[config.mk]
export PLATFORM = sky130hd
export DESIGN_NAME = dispatch_stage
export DESIGN_NICKNAME = d
export VERILOG_FILES = /design/src/rtl/dispatch_stage.sv
export SDC_FILE = /design/constraint.sdc
export NUM_CORES = 1
export LEC_CHECK = 0
export ABC_CLOCK_PERIOD_IN_PS = 5560
export CORE_ASPECT_RATIO = 0.7
export CORE_UTILIZATION = 35
export DETAILED_ROUTE_END_ITERATION = 10
export HOLD_SLACK_MARGIN = 0.02
export PLACE_DENSITY_LB_ADDON = 0.15
export REMOVE_ABC_BUFFERS = 1
export SLEW_MARGIN = 40
export SYNTH_ARGS = -nofsm -noshare
export SYNTH_HDL_FRONTEND = slang
export SYNTH_SLANG_ARGS = --single-unit
[constraint.sdc]
create_clock -name clk -period 5.56 [get_ports clk]
set_input_delay 1.112 -clock clk [delete_from_list [all_inputs] [get_ports clk]]
set_output_delay 1.112 -clock clk [all_outputs]
set_load 0.01 [all_outputs]
[src/rtl/dispatch_stage.sv]
// dispatch_stage: single-entry registered dispatch between issue and the
// execution queues (RS for arithmetic/branch, LSB for load/store).
// The held entry keeps snooping both CDBs so its operands never go stale.
// Optional macro DISPATCH_OUT_BYPASS_EN: forward the current-cycle CDB onto
// out_Q*/out_V* so a tag broadcast in the fire cycle reaches RS/LSB resolved.
module dispatch_stage #(
  parameter int ROB_ID_W = 4,
  parameter int DATA_W   = 32,
  parameter int OP_W     = 6
) (
  input  logic                clk,
  input  logic                rst_n,
  input  logic                rdy,
  input  logic                flush,
  input  logic                in_valid,
  output logic                in_ready,
  input  logic                in_is_ls,
  input  logic [OP_W-1:0]     in_op,
  input  logic [ROB_ID_W-1:0] in_rob_id,
  input  logic [4:0]          in_rd,
  input  logic [DATA_W-1:0]   in_imm,
  input  logic [DATA_W-1:0]   in_pc,
  input  logic [ROB_ID_W-1:0] in_Q1,
  input  logic [ROB_ID_W-1:0] in_Q2,
  input  logic [DATA_W-1:0]   in_V1,
  input  logic [DATA_W-1:0]   in_V2,
  input  logic                cdb_alu_valid,
  input  logic [ROB_ID_W-1:0] cdb_alu_id,
  input  logic [DATA_W-1:0]   cdb_alu_result,
  input  logic                cdb_ls_valid,
  input  logic [ROB_ID_W-1:0] cdb_ls_id,
  input  logic [DATA_W-1:0]   cdb_ls_result,
  input  logic                rs_full,
  input  logic                lsb_full,
  output logic                rs_valid,
  output logic                lsb_valid,
  output logic [OP_W-1:0]     out_op,
  output logic [ROB_ID_W-1:0] out_rob_id,
  output logic [4:0]          out_rd,
  output logic [DATA_W-1:0]   out_imm,
  output logic [DATA_W-1:0]   out_pc,
  output logic [ROB_ID_W-1:0] out_Q1,
  output logic [ROB_ID_W-1:0] out_Q2,
  output logic [DATA_W-1:0]   out_V1,
  output logic [DATA_W-1:0]   out_V2
);

  typedef enum logic {EMPTY = 1'b0, HELD = 1'b1} state_t;

  state_t                state_q, state_d;
  logic                  is_ls_q, is_ls_d;
  logic [OP_W-1:0]       op_q, op_d;
  logic [ROB_ID_W-1:0]   rob_id_q, rob_id_d;
  logic [4:0]            rd_q, rd_d;
  logic [DATA_W-1:0]     imm_q, imm_d;
  logic [DATA_W-1:0]     pc_q, pc_d;
  logic [ROB_ID_W-1:0]   q1_q, q1_d, q2_q, q2_d;
  logic [DATA_W-1:0]     v1_q, v1_d, v2_q, v2_d;

  logic hold_valid, tgt_full, fire, accept;

  // Resolve one operand against the CDBs: ALU wins, tag 0 never matches.
  function automatic logic [ROB_ID_W+DATA_W-1:0] snoop(
    input logic [ROB_ID_W-1:0] q,
    input logic [DATA_W-1:0]   v
  );
    if (q != '0 && cdb_alu_valid && q == cdb_alu_id)
      return {{ROB_ID_W{1'b0}}, cdb_alu_result};
    else if (q != '0 && cdb_ls_valid && q == cdb_ls_id)
      return {{ROB_ID_W{1'b0}}, cdb_ls_result};
    else
      return {q, v};
  endfunction

  assign hold_valid = (state_q == HELD);
  assign tgt_full   = is_ls_q ? lsb_full : rs_full;

  // Handshake: fire drains the entry, ready allows same-cycle refill.
  always_comb begin
    fire      = rst_n & rdy & hold_valid & ~tgt_full & ~flush;
    in_ready  = rst_n & rdy & ~flush & (~hold_valid | fire);
    accept    = in_valid & in_ready;
    rs_valid  = fire & ~is_ls_q;
    lsb_valid = fire & is_ls_q;
  end

  // Next state: flush > accept (load/replace) > fire (drain) > snoop.
  always_comb begin
    state_d  = state_q;
    is_ls_d  = is_ls_q;
    op_d     = op_q;
    rob_id_d = rob_id_q;
    rd_d     = rd_q;
    imm_d    = imm_q;
    pc_d     = pc_q;
    q1_d     = q1_q;
    q2_d     = q2_q;
    v1_d     = v1_q;
    v2_d     = v2_q;
    if (flush) begin
      state_d = EMPTY;
    end else if (accept) begin
      state_d  = HELD;
      is_ls_d  = in_is_ls;
      op_d     = in_op;
      rob_id_d = in_rob_id;
      rd_d     = in_rd;
      imm_d    = in_imm;
      pc_d     = in_pc;
      q1_d     = in_Q1;
      q2_d     = in_Q2;
      v1_d     = in_V1;
      v2_d     = in_V2;
    end else if (fire) begin
      state_d = EMPTY;
    end else if (hold_valid) begin
      // Snoop runs even when rdy is low so no broadcast is lost.
      {q1_d, v1_d} = snoop(q1_q, v1_q);
      {q2_d, v2_d} = snoop(q2_q, v2_q);
    end
  end

  // State and payload registers with synchronous clear.
  always_ff @(posedge clk) begin
    if (!rst_n) begin
      state_q  <= EMPTY;
      is_ls_q  <= 1'b0;
      op_q     <= '0;
      rob_id_q <= '0;
      rd_q     <= '0;
      imm_q    <= '0;
      pc_q     <= '0;
      q1_q     <= '0;
      q2_q     <= '0;
      v1_q     <= '0;
      v2_q     <= '0;
    end else begin
      state_q  <= state_d;
      is_ls_q  <= is_ls_d;
      op_q     <= op_d;
      rob_id_q <= rob_id_d;
      rd_q     <= rd_d;
      imm_q    <= imm_d;
      pc_q     <= pc_d;
      q1_q     <= q1_d;
      q2_q     <= q2_d;
      v1_q     <= v1_d;
      v2_q     <= v2_d;
    end
  end

  assign out_op     = op_q;
  assign out_rob_id = rob_id_q;
  assign out_rd     = rd_q;
  assign out_imm    = imm_q;
  assign out_pc     = pc_q;

`ifdef DISPATCH_OUT_BYPASS_EN
  // Forward the current-cycle CDB so the consumer sees resolved operands.
  always_comb begin
    {out_Q1, out_V1} = snoop(q1_q, v1_q);
    {out_Q2, out_V2} = snoop(q2_q, v2_q);
  end
`else
  // Registered operands; the consumer snoops the fire-cycle CDB itself.
  always_comb begin
    out_Q1 = q1_q;
    out_V1 = v1_q;
    out_Q2 = q2_q;
    out_V2 = v2_q;
  end
`endif

endmodule
## Yosys cells after proc, flatten, opt, wreduce, memory -nomap -nowiden

Index checks and enable logic that the tools add are counted.

- Bits in latches: 0
- Bits in read-only memories: 0
- Flip-flop bits (word level): 153
- Input port bits: 233
- Output and inout port bits: 154
- Bits in writable memories: 0
- Memories: 0

- Shifts and indexed selects: 0
- Bitwise gates (word level): 15
- $mul: 0
- Magnitude comparators: 0
- Reductions and logical operators: 18
- Div/mod/pow operators: 0
- $add $sub $neg: 0
- Equality and inequality tests: 5
- Multiplexer cells: 19

Operator list:

| cell | count |
|---|---|
| 32-bit two-way mux | 6 |
| 36-bit two-way mux | 4 |
| 4-bit two-way mux | 6 |
| 4-bit == test | 4 |
| 1-bit bitwise AND | 9 |
| 1-bit logical AND | 8 |
| 4-bit AND reduction | 2 |
| 4-bit nonzero test | 2 |
| 3-bit nonzero test | 2 |
| 1-bit NOT | 5 |
| 2-bit nonzero test | 2 |
| 1-bit two-way mux | 3 |
| 2-bit by 1-bit inequality test with 1-bit output, second input constant | 1 |
| 2-bit AND reduction | 1 |
| 2-bit OR reduction | 1 |
| 1-bit bitwise OR | 1 |

## Logic depth before layout (Yosys ltp)

- Depth after elaboration: 9
- Depth in mapped cells: 8

## Worst setup path after synthesis

No wires, ideal clock.

- Path type: input to output
- Start: input port flush
- End: output port lsb_valid
- Arrival time: 1.738 ns
- Stages: 3
- Buffers on the path: 0
- Required time: 4.448 ns
- Setup slack: 2.710 ns
- Cell sequence: and3b_1 nand2_1 nor3b_1

- Cells in the longest elaborated chain, start to end: 3

Ends and longest elaborated chain:

| item | line | RTL |
|---|---|---|
| from (decl) | 14 | `input logic flush,` |
| 1-bit NOT (no line) | - |  |
| 1-bit bitwise AND | 80 | `fire = rst_n & rdy & hold_valid & ~tgt_full & ~flush;` |
| 1-bit bitwise AND | 84 | `lsb_valid = fire & is_ls_q;` |
| to (decl) | 36 | `output logic lsb_valid,` |

Every way passes these cells.

## Worst setup path after layout

- Start: input port rdy
- End: output port lsb_valid

- Cells in the longest elaborated chain, start to end: 5

Ends and longest elaborated chain:

| item | line | RTL |
|---|---|---|
| from (decl) | 13 | `input logic rdy,` |
| 1-bit bitwise AND (4 in series) | 80 |  |
| 1-bit bitwise AND | 84 |  |

Every way passes these cells.

==> flow_summary.ini <==
[run_status]
status = finished, final reports clean

[setup_path]
critPathRequiredTime_ns = 4.45
critPathMostFrequentCell = clkdlybuf4s50_1
slowest_stage = clkdlybuf4s50_1
reg2reg_slack_ns = 3.06
cp-end-kind = primary output
cp.arrival_ns = 2.76
crit_fanout = 5
crit_chain = clkdlybuf4s50_1 > and3b_1 > nand2_1 > nor3b_1 > clkdlybuf4s50_1
worstSetupStartpointType = input pin
slowest_delay_ns = 0.56
path_class = in2out

[clocking]
post_cts_buffers = 0
numCtsBuffers = 17
post_cts_resized = 0
cts_buffer_depth = 2
clkTransAtPathRegs_ns = 0.07
h-tree-depth = 4
clkLatencyLatePin_ns = 0.42
cts_hold_buf = 0
root_buffer = clkbuf_16
cts_sinks = 153
cts_tree = yes

[synthesis]
synth_warnings = 0
synthCells = 934
synth_most_common_cell = nand2_1
synth_top_family_by_area = compound AO/OA/AOI/OAI gates
ys.flop_type = dfxtp_1
async_reset_ff_frac = 0
yosys.area.top_type = dfxtp_1
synth-simple-area-share = 0.180
synth_compound_area_frac = 0.244
synth_area_leaders = dfxtp_1, nand2_1, mux2i_1
synthAdderAreaFrac = 0
syn_avg_cell_area_um2 = 7.87
netlist_area_um2 = 7350
synthMuxAreaShare = 0.0901
synth_common_cells = nand2_1, dfxtp_1, o21ai_0
ys_ff_latch = 153
synth_edf_count = 0
yosysSeqAreaShare = 0.417
synth_xor_area_frac = 0.0143
netlist.area_leader.share = 0.417
ys_types = 34

[power]
netSwitchingFraction = 0.265
power.share.sequential = 0.406
vdd.ir_drop.worst_mv = 0.165
finalPower_mw = 2.77
p_clk_frac = 0.445
intPower_mw = 2.03
switchingPower_mw = 0.733
power_per_cell_area_nw_per_um2 = 230
p_comb_frac = 0.149
p_leak_nw = 4.40

[sta]
relSlewSlack = 0.509
hold_viol_final = 0
max_slew.worst_pin.slew_ns = 0.735
post-route-period-util = 0.697
clock.fmax_mhz = 258
fin_worst_skew_ns = 0.0121
fin_ws_ns = 1.68
whs_ns = 0.452
period_needed_ns = 3.88
rsz0062_at_grt = no
final_max_slew_viol_count = 0
setup_viol = 0

[hold_path]
worstHoldPathType = reg2reg

[place]
io_buffers = 386
dp_hpwl_mm = 19.6
gp_congestion = 0.850
pre_cts_ws_ns = 1.69
place_area_um2 = 11400

[global_route]
antenna_found_initial = 2
grt_pass1_vias = 7869
grt_pass1_wl_mm = 43.2
grt_util_all_layers = 0.258
grt_max_degree = 88
grt_remaining_overflow = 0

[finish]
fillers = 1830
final_util = 0.596
drive_gt1_frac = 0.0996
post-route-cell-area_um2 = 12000
syn_to_final_growth_pct = 63.7
final_nets = 1505

[floorplan]
die_w_um = 175
io_pins = 387
fp.dieArea_um2 = 21600
initial_core_util = 0.364
die_h_um = 123
num_rows = 43
design.core.area_um2 = 20200

[job]
max_cap_viol_count = 0

[detailed_routing]
dr.pass1.iters = 7
dr_total_vias = 8152
wl_per_cell_um = 18.4
vias_per_cell = 5.24
drt_iter0_drc = 569
ant_nets = 0
wl_mm = 28.7
drc = 0
==> state kept, by name, summed over array words and instances (netlist names) <==
name,flops
out_V1,32
out_V2,32
out_Q1,4
out_op,6
out_rd,5
is_ls_q,1
out_Q2,4
hold_valid,1
out_pc,32
out_imm,32
out_rob_id,4
==> power groups by stage <==
stage	Sequential (mW)	Clock, mW	Combinational, mW
5_1_grt	1.13	1.30	0.442
6_report	1.12	1.23	0.413
2_1_floorplan	1.16	0	0.126
3_5_place_dp	1.15	0	0.407
4_1_cts	1.12	1.25	0.411
3_3_place_gp	1.15	0	0.407
==> cell type report <==
type                       count  area, µm²  share of cell area
sequential                   153       3060               0.255
antenna                        1       2.50            0.000208
multi-input combinational    690       3920               0.326
clock buffer                  18        429              0.0357
timing repair buffer         407       4080               0.340
clock inverter                14        181              0.0151
inverter                       3       11.3            0.000936
tap                          270        338              0.0281
==> final timing paths <==
path	from	end	cells past startpoint
worst max-delay path	rdy	lsb_valid	5
worst max register to register	out_Q1[3]	out_V1[21]	6
worst min register to register	out_pc[23]	out_pc[23]	2
worst min-delay path	out_pc[23]	out_pc[23]	2
==> placed cells by master, fill, tap and decap left out, drive strengths merged, types with 2 or more instances in the layout <==
cell	netlist	final
a21oi	85	85
a31o	64	64
a32o	8	8
and4	2	2
buf	12	22
bufinv	0	2
clkbuf	76	18
clkdlybuf4s50	0	385
clkinv	0	2
clkinvlp	0	3
dfxtp	153	153
inv	3	10
mux2i	65	65
nand2	229	229
nand3	66	66
nand4	3	3
nor2	2	2
nor3	6	6
o21a	2	2
o21ai	131	131
o31ai	3	3
or2	2	2
or3	2	2
xnor2	10	10
xor2	2	2
==> through the flow <==
step / setup TNS [ns] / instances
after floorplan: -46.43 / 846
after CTS: 0 / 1554
after global placement: 0 / 1521
final: 0 / 1556
after global routing: 0 / 1556
after detailed placement: 0 / 1522
==> worst max-delay path, delay by kind of cell <==
| family | cells | cell delay [ns] |
|---|---|---|
| buffers and inverters | 2 | 1.10 |
| and+or+nand+nor | 3 | 0.55 |
==> per-layer routing <==
| layer | part of all wire | GRT usage |
|---|---|---|
| met3 | 0.083 | 0.0756 |
| met4 | 0.021 | 0.0913 |
| met5 | 0 | 0 |
| met2 | 0.46 | 0.418 |
| met1 | 0.43 | 0.326 |
==> cells by family (layout without fill, tap and decap cells) <==
kind of cell	after synthesis	in the layout
AO/OA/AOI/OAI	295	295
AND/OR/NAND/NOR	317	317
flip-flops	153	153
multiplexers	66	66
buffers and inverters	91	442
XOR/XNOR	12	12
other	0	1
Power figures use the tool's default switching activity.
